## src/rtl/speed_ctrl_pkg.sv

```systemverilog
// speed_ctrl_pkg: shared types and constants for the speed ramp controller
//   state_e      controller states IDLE..HALT
//   RNG_*        2-bit obstacle range codes
//   SPEED_W      speed/target width
//   MAX_SPEED_DEF default upper speed clamp
//   clamp_speed  limits a requested speed to a maximum
package speed_ctrl_pkg;

   localparam int SPEED_W       = 4;
   localparam int MAX_SPEED_DEF = 15;

   typedef enum logic [2:0] {IDLE, ACCEL, CRUISE, DECEL, HALT} state_e;

   localparam logic [1:0] RNG_NONE = 2'b00;
   localparam logic [1:0] RNG_FAR  = 2'b01;
   localparam logic [1:0] RNG_MID  = 2'b10;
   localparam logic [1:0] RNG_NEAR = 2'b11;

   function automatic logic [SPEED_W-1:0] clamp_speed(input logic [SPEED_W-1:0] v,
                                                      input logic [SPEED_W-1:0] mx);
      return (v > mx) ? mx : v;
   endfunction

endpackage

```

## src/rtl/speed_ramp_ctrl_ramp_prescaler.sv

```systemverilog
// ramp_prescaler: counts clocks while enabled and pulses step every RAMP_DIV-th clock
//   clk, rst  clock, asynchronous active-high reset
//   en        count enable (controller is ramping)
//   clr       restart the count from zero (controller changed state)
//   step      high in the cycle whose closing edge applies one speed step
module ramp_prescaler #(
   parameter int RAMP_DIV = 8,
   parameter int DIV_W    = 4
) (
   input  logic clk,
   input  logic rst,
   input  logic en,
   input  logic clr,
   output logic step
);

   localparam logic [DIV_W-1:0] LAST = DIV_W'(RAMP_DIV - 1);

   logic [DIV_W-1:0] cnt_q, cnt_d;

   always_comb cnt_d = clr ? '0 : !en ? cnt_q : (cnt_q == LAST) ? '0 : cnt_q + DIV_W'(1);

   always_ff @(posedge clk or posedge rst) begin
      if (rst) cnt_q <= '0;
      else     cnt_q <= cnt_d;
   end

   // Step depends only on the registered count, so clr (derived from the
   // next state) never feeds back into the step decision.
   assign step = en && (cnt_q == LAST);

endmodule

```

## src/rtl/speed_ramp_ctrl.sv

```systemverilog
// speed_ramp_ctrl: ramps speed toward a target, decodes range zones, halts on near obstacles
//   clk, rst   clock, asynchronous active-high reset
//   start      pulse: begin/resume motion toward target
//   stop       pulse: ramp down to 0, then idle
//   target     requested speed (clamped to MAX_SPEED)
//   range      00 none, 01 far, 10 mid, 11 near
//   speed      current speed (registered)
//   dist_0/1/2 near/mid/far zone lines, one cycle behind range
//   busy       ramping (ACCEL/DECEL)
//   at_target  cruising
// Build option SPEED_RAMP_SOFTSTOP_EN: near obstacle ramps down one step per
// clock through DECEL before HALT instead of dropping to 0 at once.
module speed_ramp_ctrl
   import speed_ctrl_pkg::*;
#(
   parameter int MAX_SPEED = MAX_SPEED_DEF,
   parameter int RAMP_DIV  = 8,
   parameter int DIV_W     = 4
) (
   input  logic       clk,
   input  logic       rst,
   input  logic       start,
   input  logic       stop,
   input  logic [3:0] target,
   input  logic [1:0] range,
   output logic [3:0] speed,
   output logic       dist_0,
   output logic       dist_1,
   output logic       dist_2,
   output logic       busy,
   output logic       at_target
);

   localparam logic [SPEED_W-1:0] MAX_S = SPEED_W'(MAX_SPEED);
   localparam logic [SPEED_W-1:0] ONE   = SPEED_W'(1);

   state_e     state_q, state_d;
   logic [3:0] speed_q, speed_d, tgt_q, tgt_d, tgt_e;
   logic [2:0] dist_q, dist_d;
   logic       stop_req_q, stop_req_d, busy_q, busy_d, at_target_q, at_target_d;
   logic       near, step, ramp_en, ramp_clr;
`ifdef SPEED_RAMP_SOFTSTOP_EN
   logic       soft_q, soft_d;
`endif

   assign near     = range == RNG_NEAR;
   // A stop pulse acts as a zero target in its own cycle, so ramping logic
   // (including a step due that cycle) needs no separate stop path.
   assign tgt_e    = (stop || stop_req_q) ? '0 : tgt_q;
   assign ramp_en  = state_q == ACCEL || state_q == DECEL;
   assign ramp_clr = state_d != state_q;

   ramp_prescaler #(.RAMP_DIV(RAMP_DIV), .DIV_W(DIV_W)) u_pre (
      .clk  (clk),
      .rst  (rst),
      .en   (ramp_en),
      .clr  (ramp_clr),
      .step (step)
   );

   always_comb begin
      state_d = state_q;
      speed_d = speed_q;
`ifdef SPEED_RAMP_SOFTSTOP_EN
      soft_d  = soft_q;
      if (soft_q || near) begin
         state_d = (speed_q <= ONE) ? HALT : DECEL;
         speed_d = (speed_q == '0) ? '0 : speed_q - ONE;
         soft_d  = speed_q > ONE;
      end
`else
      if (near) begin
         state_d = HALT;
         speed_d = '0;
      end
`endif
      else if (state_q == HALT)
         state_d = stop ? DECEL : start ? ACCEL : HALT;
      else if (state_q == IDLE)
         state_d = (start && !stop && tgt_q != '0) ? ACCEL : IDLE;
      else if (state_q == CRUISE)
         state_d = (tgt_e > speed_q) ? ACCEL : (tgt_e < speed_q) ? DECEL : CRUISE;
      else if (state_q == ACCEL) begin
         if (tgt_e < speed_q)
            state_d = DECEL;
         else if (tgt_e == speed_q)
            state_d = (speed_q == '0) ? IDLE : CRUISE;
         else if (step) begin
            speed_d = speed_q + ONE;
            state_d = (speed_q + ONE == tgt_e) ? CRUISE : ACCEL;
         end
      end else begin
         if (speed_q == '0)
            state_d = IDLE;
         else if (tgt_e > speed_q)
            state_d = ACCEL;
         else if (tgt_e == speed_q)
            state_d = CRUISE;
         else if (step) begin
            speed_d = speed_q - ONE;
            state_d = (speed_q - ONE != tgt_e) ? DECEL : (tgt_e == '0) ? IDLE : CRUISE;
         end
      end
      stop_req_d  = (state_d == IDLE || state_d == HALT) ? 1'b0 :
                    (stop && state_q != IDLE) ? 1'b1 : stop_req_q;
      tgt_d       = stop_req_d ? '0 : clamp_speed(target, MAX_S);
      busy_d      = state_d == ACCEL || state_d == DECEL;
      at_target_d = state_d == CRUISE;
      dist_d      = {range == RNG_FAR, range == RNG_MID, range == RNG_NEAR};
   end

   always_ff @(posedge clk or posedge rst) begin
      if (rst) begin
         state_q     <= IDLE;
         speed_q     <= '0;
         tgt_q       <= '0;
         stop_req_q  <= 1'b0;
         dist_q      <= '0;
         busy_q      <= 1'b0;
         at_target_q <= 1'b0;
`ifdef SPEED_RAMP_SOFTSTOP_EN
         soft_q      <= 1'b0;
`endif
      end else begin
         state_q     <= state_d;
         speed_q     <= speed_d;
         tgt_q       <= tgt_d;
         stop_req_q  <= stop_req_d;
         dist_q      <= dist_d;
         busy_q      <= busy_d;
         at_target_q <= at_target_d;
`ifdef SPEED_RAMP_SOFTSTOP_EN
         soft_q      <= soft_d;
`endif
      end
   end

   assign speed     = speed_q;
   assign dist_0    = dist_q[0];
   assign dist_1    = dist_q[1];
   assign dist_2    = dist_q[2];
   assign busy      = busy_q;
   assign at_target = at_target_q;

endmodule
```

## config.mk

```make
export PLATFORM = sky130hd
export DESIGN_NAME = speed_ramp_ctrl
export DESIGN_NICKNAME = d
export VERILOG_FILES = /design/src/rtl/speed_ctrl_pkg.sv /design/src/rtl/speed_ramp_ctrl_ramp_prescaler.sv /design/src/rtl/speed_ramp_ctrl.sv
export SDC_FILE = /design/constraint.sdc
export NUM_CORES = 1
export LEC_CHECK = 0
export CAP_MARGIN = 0
export CORE_MARGIN = 4
export CORE_UTILIZATION = 40
export DETAILED_ROUTE_END_ITERATION = 7
export GPL_TIMING_DRIVEN = 0
export SYNTH_ARGS = -nofsm -noshare
export SYNTH_HDL_FRONTEND = slang
export SYNTH_HIERARCHICAL = 1
export SYNTH_SLANG_ARGS = --single-unit
```

## constraint.sdc

```tcl
create_clock -name clk -period 7 [get_ports clk]
set_input_delay 2.1 -clock clk [delete_from_list [all_inputs] [get_ports clk]]
set_output_delay 2.1 -clock clk [all_outputs]
set_load 0.005 [all_outputs]
```

==> results.py <==
metrics = {
    "placement": {
        "hpwlAfterDp_mm": 2.934,
        "dp.cells": 235,
        "io_buffers": 17,
        "gp_congestion": 0.9302,
    },
    "cts": {
        "post_cts_buffers": 0,
        "clock_latency_ns": 0.26,
        "clockBufferDepth": 2,
        "cts_made_buffers": 3,
        "cts_root_buffer": "clkbuf_8",
        "clk_pin_slew_ns": 0.07,
        "cts_tree": "done",
        "cts_resized": 0,
        "cts-htree-levels": 1,
        "clock_sinks": 21,
        "cts_hold_buf": 0,
    },
    "synth": {
        "synth_top_family_by_area": "simple AND/OR/NAND/NOR gates",
        "synthXorXnorAreaFrac": 0.08672,
        "syn_nets": 187,
        "synthCells": 170,
        "ys_ff_latch": 21,
        "synth-simple-area-share": 0.2801,
        "synth_compound_area_frac": 0.1650,
        "ys_warn_count": 6,
        "ys.flop_type": "dfrtp_1",
        "seq_area_frac_synth": 0.3223,
        "synth-edff-count": 0,
        "postSynthAreaPerCell_um2": 9.590,
        "synth_area_mm2": 0.001630,
        "async_reset_ff_frac": 1.000,
        "synthAdderAreaFrac": 0.05372,
        "synth_mux_area_frac": 0.03991,
        "ys_types": 51,
    },
    "global_routing": {
        "grt_max_degree": 18,
        "antenna_found_initial": 0,
        "grt_pass1_wl_mm": 6.154,
        "overflow": 0,
        "track_usage": 0.1524,
        "grt_pass1_vias": 1344,
    },
    "timing": {
        "max_slew.worst_pin.slew_ns": 0.6606,
        "hold_viol_final": 0,
        "setup_viol": 0,
        "rsz0062_at_grt": "no",
        "slew_headroom": 0.5591,
        "setup_tns_ns": 0,
        "max_freq_mhz": 205.4,
        "drv_slew": 0,
        "fin_skew_ns": 0.001872,
        "min_period_ns": 4.868,
        "post-route-period-util": 0.6955,
    },
    "floorplan": {
        "die_y_um": 71.84,
        "num_io_pins": 19,
        "rows": 22,
        "core-area_mm2": 0.003799,
        "start_util": 0.4292,
        "fp.dieW_um": 71.84,
        "die_area_mm2": 0.005161,
    },
    "power": {
        "switching_power_mw": 0.2201,
        "p_comb_frac": 0.527,
        "swShare": 0.4264,
        "p_per_area_mw_per_mm2": 270.9,
        "power_frac_clock": 0.153,
        "peakVddDrop_v": 0.0001323,
        "p_int_mw": 0.2962,
        "p_leak_nw": 0.8271,
        "seqPwrFrac": 0.319,
    },
    "flow_run": {
        "drv_cap": 0,
    },
    "worst_setup_path": {
        "crit_type": "input port to flip-flop",
        "crit_family": "simple AND/OR/NAND/NOR gates",
        "ff2ff_setup_slack_ns": 3.66,
        "r2r_end": "u_pre/cnt_q[3]$_DFFE_PP0P_",
        "arrival_ns": 5.07,
        "cp.required_ns": 7.21,
        "cp_cell_sequence": "buf_2, nor3b_2, ha_1, and4_1, or2_0, or4_1, o21ai_1, o21ai_0, a21oi_1, nand4_1, nor3_1, mux2_4",
        "critPathSlowestCell": "or4_1",
        "cp-end-kind": "flip-flop",
        "r2r_start": "stop_req_q$_DFF_PP0_",
        "max_stage_delay_ns": 0.41,
        "path_depth": 12,
        "cp_num_buf_inv": 1,
        "reg2regPathDepth": 11,
        "crit_path_start_kind": "input port",
        "path_max_fanout": 10,
    },
    "cells_and_area": {
        "instances_no_fill": 239,
        "nets": 209,
        "final_core_util": 0.5016,
        "num-fill-cells": 350,
        "syn2layout_area_growth_pct": 16.88,
        "drive_above_1_share": 0.1414,
        "diodes": 0,
    },
    "routing": {
        "via_per_inst": 5.661,
        "drc": 0,
        "wl_per_cell_um": 15.18,
        "drt_iter0_markers": 79,
        "routed-via-count": 1353,
        "antenna_left": 0,
        "first_pass_iters": 4,
        "drt-total-wl_mm": 3.627,
    },
    "hold_path": {
        "hold_end": "u_pre/cnt_q[1]$_DFFE_PP0P_",
        "hold_class": "flip-flop to flip-flop",
        "worstHoldPathCells": 2,
        "worstHoldStart": "u_pre/cnt_q[1]$_DFFE_PP0P_",
    },
    "run_status": {
        "status": "finished clean",
    },
}
==> cell usage after synthesis, types with 2 or more instances <==
library cell   n  area share
nand3b_1       2      0.0092
mux2i_1        5       0.031
nand2_1        8       0.018
and3_1         2      0.0077
o21ai_0        7       0.021
nand4_1        3       0.012
nor3_1         8       0.025
ha_1           7       0.054
dfrtp_1       21        0.32
xor2_1         3       0.016
nand3_1        2      0.0061
nor4_1         3       0.012
a31oi_4        2       0.026
buf_2          5       0.015
xnor2_1        8       0.043
inv_1          9       0.021
xnor3_1        2       0.028
a21oi_1        9       0.028
and4_1         2       0.011
nor2b_1        9       0.035
nor3b_2        3       0.023
nor2_1        20       0.046
buf_6          2       0.014
==> worst max-delay path by stage <==
stage | from | endpoint | slack (ns)
global placement | stop | u_pre/cnt_q[3]$_DFFE_PP0P_ | 1.99
detailed placement | stop | u_pre/cnt_q[3]$_DFFE_PP0P_ | 1.88
CTS | stop | u_pre/cnt_q[3]$_DFFE_PP0P_ | 2.16
global route | stop | u_pre/cnt_q[3]$_DFFE_PP0P_ | 1.89
floorplan | stop | u_pre/cnt_q[3]$_DFFE_PP0P_ | 2.35
finish | stop | u_pre/cnt_q[3]$_DFFE_PP0P_ | 2.13
==> power by group through the flow <==
stage	clock network [mW]	registers [mW]	logic, mW
after floorplan	0	0.163	0.208
after global placement	0	0.166	0.262
after detailed placement	0	0.167	0.270
after CTS	0.0813	0.165	0.272
after global routing	0.0869	0.169	0.302
final	0.0791	0.165	0.272
==> metrics by stage <==
step	setup WS [ns]	total power [mW]	cell area, um2	hold slack, ns
2_1_floorplan	2.351	0.3709	1630	0.5659
6_report	2.132	0.5163	1906	0.6468
5_1_grt	1.893	0.5586	1906	0.7023
3_5_place_dp	1.877	0.4368	1861	0.6270
3_3_place_gp	1.986	0.4277	1861	0.5986
4_1_cts	2.155	0.5181	1906	0.6430
==> per-layer routing <==
layer	global-route usage	up-vias	share of wire	wire, um
met1	0.1810	649	0.42	1538
li1	-	655	-	-
met3	0.03086	11	0.043	155
met4	0.06263	0	0.023	85
met5	0	-	0	0
met2	0.2663	38	0.51	1847
==> cells by family after synthesis <==
| logic type | Yosys count |
|---|---|
| AO/OA/AOI/OAI | 33 |
| XOR/XNOR | 13 |
| adder cells (fa/ha/maj) | 7 |
| buffers and inverters | 17 |
| flip-flops | 21 |
| multiplexers | 6 |
| AND/OR/NAND/NOR | 73 |
==> layout by cell type, fill, tap and decap left out, drive strengths merged, types with 2 or more instances in the layout <==
cell and instances:
dfrtp 21, nor2 20, clkdlybuf4s50 17, inv 9
a21oi 9, nor2b 9, nor3 9, nand2 8
xnor2 8, o21ai 8, ha 7, buf 7
mux2i 5, nand4 5, clkbuf 5, nor3b 4
xor2 3, nor4 3, a31oi 3, and4 2
and3 2, xnor3 2, nand3b 2, nand3 2
o211ai 2, o2bb2ai 2, o31ai 2
==> sequential cells by signal, summed over array words and instances (netlist names) <==
| name | flops |
|---|---|
| speed | 4 |
| state_q | 3 |
| tgt_q | 4 |
| u_pre/cnt_q | 4 |
| dist_q | 3 |
| busy | 1 |
| at_target | 1 |
| stop_req_q | 1 |
==> layout make-up <==
type                            count  area, um2  share of cell area
Multi-Input combinational cell    132       1020              0.5351
Sequential cell                    21      525.5              0.2758
Timing Repair Buffer               17      170.2             0.08930
Tap cell                           48      60.06             0.03152
Buffer                              8      51.30             0.02692
Clock buffer                        4      45.04             0.02364
Inverter                            9      33.78             0.01773
==> tightest hold or removal path, delay by kind of cell (launching register included) <==
kind / cells / cell delay [ns]
DFF: 1 / 0.42
muxes: 1 / 0.10
and+or+nand+nor: 1 / 0.09
Note: power is estimated with default switching activity, not from simulation.
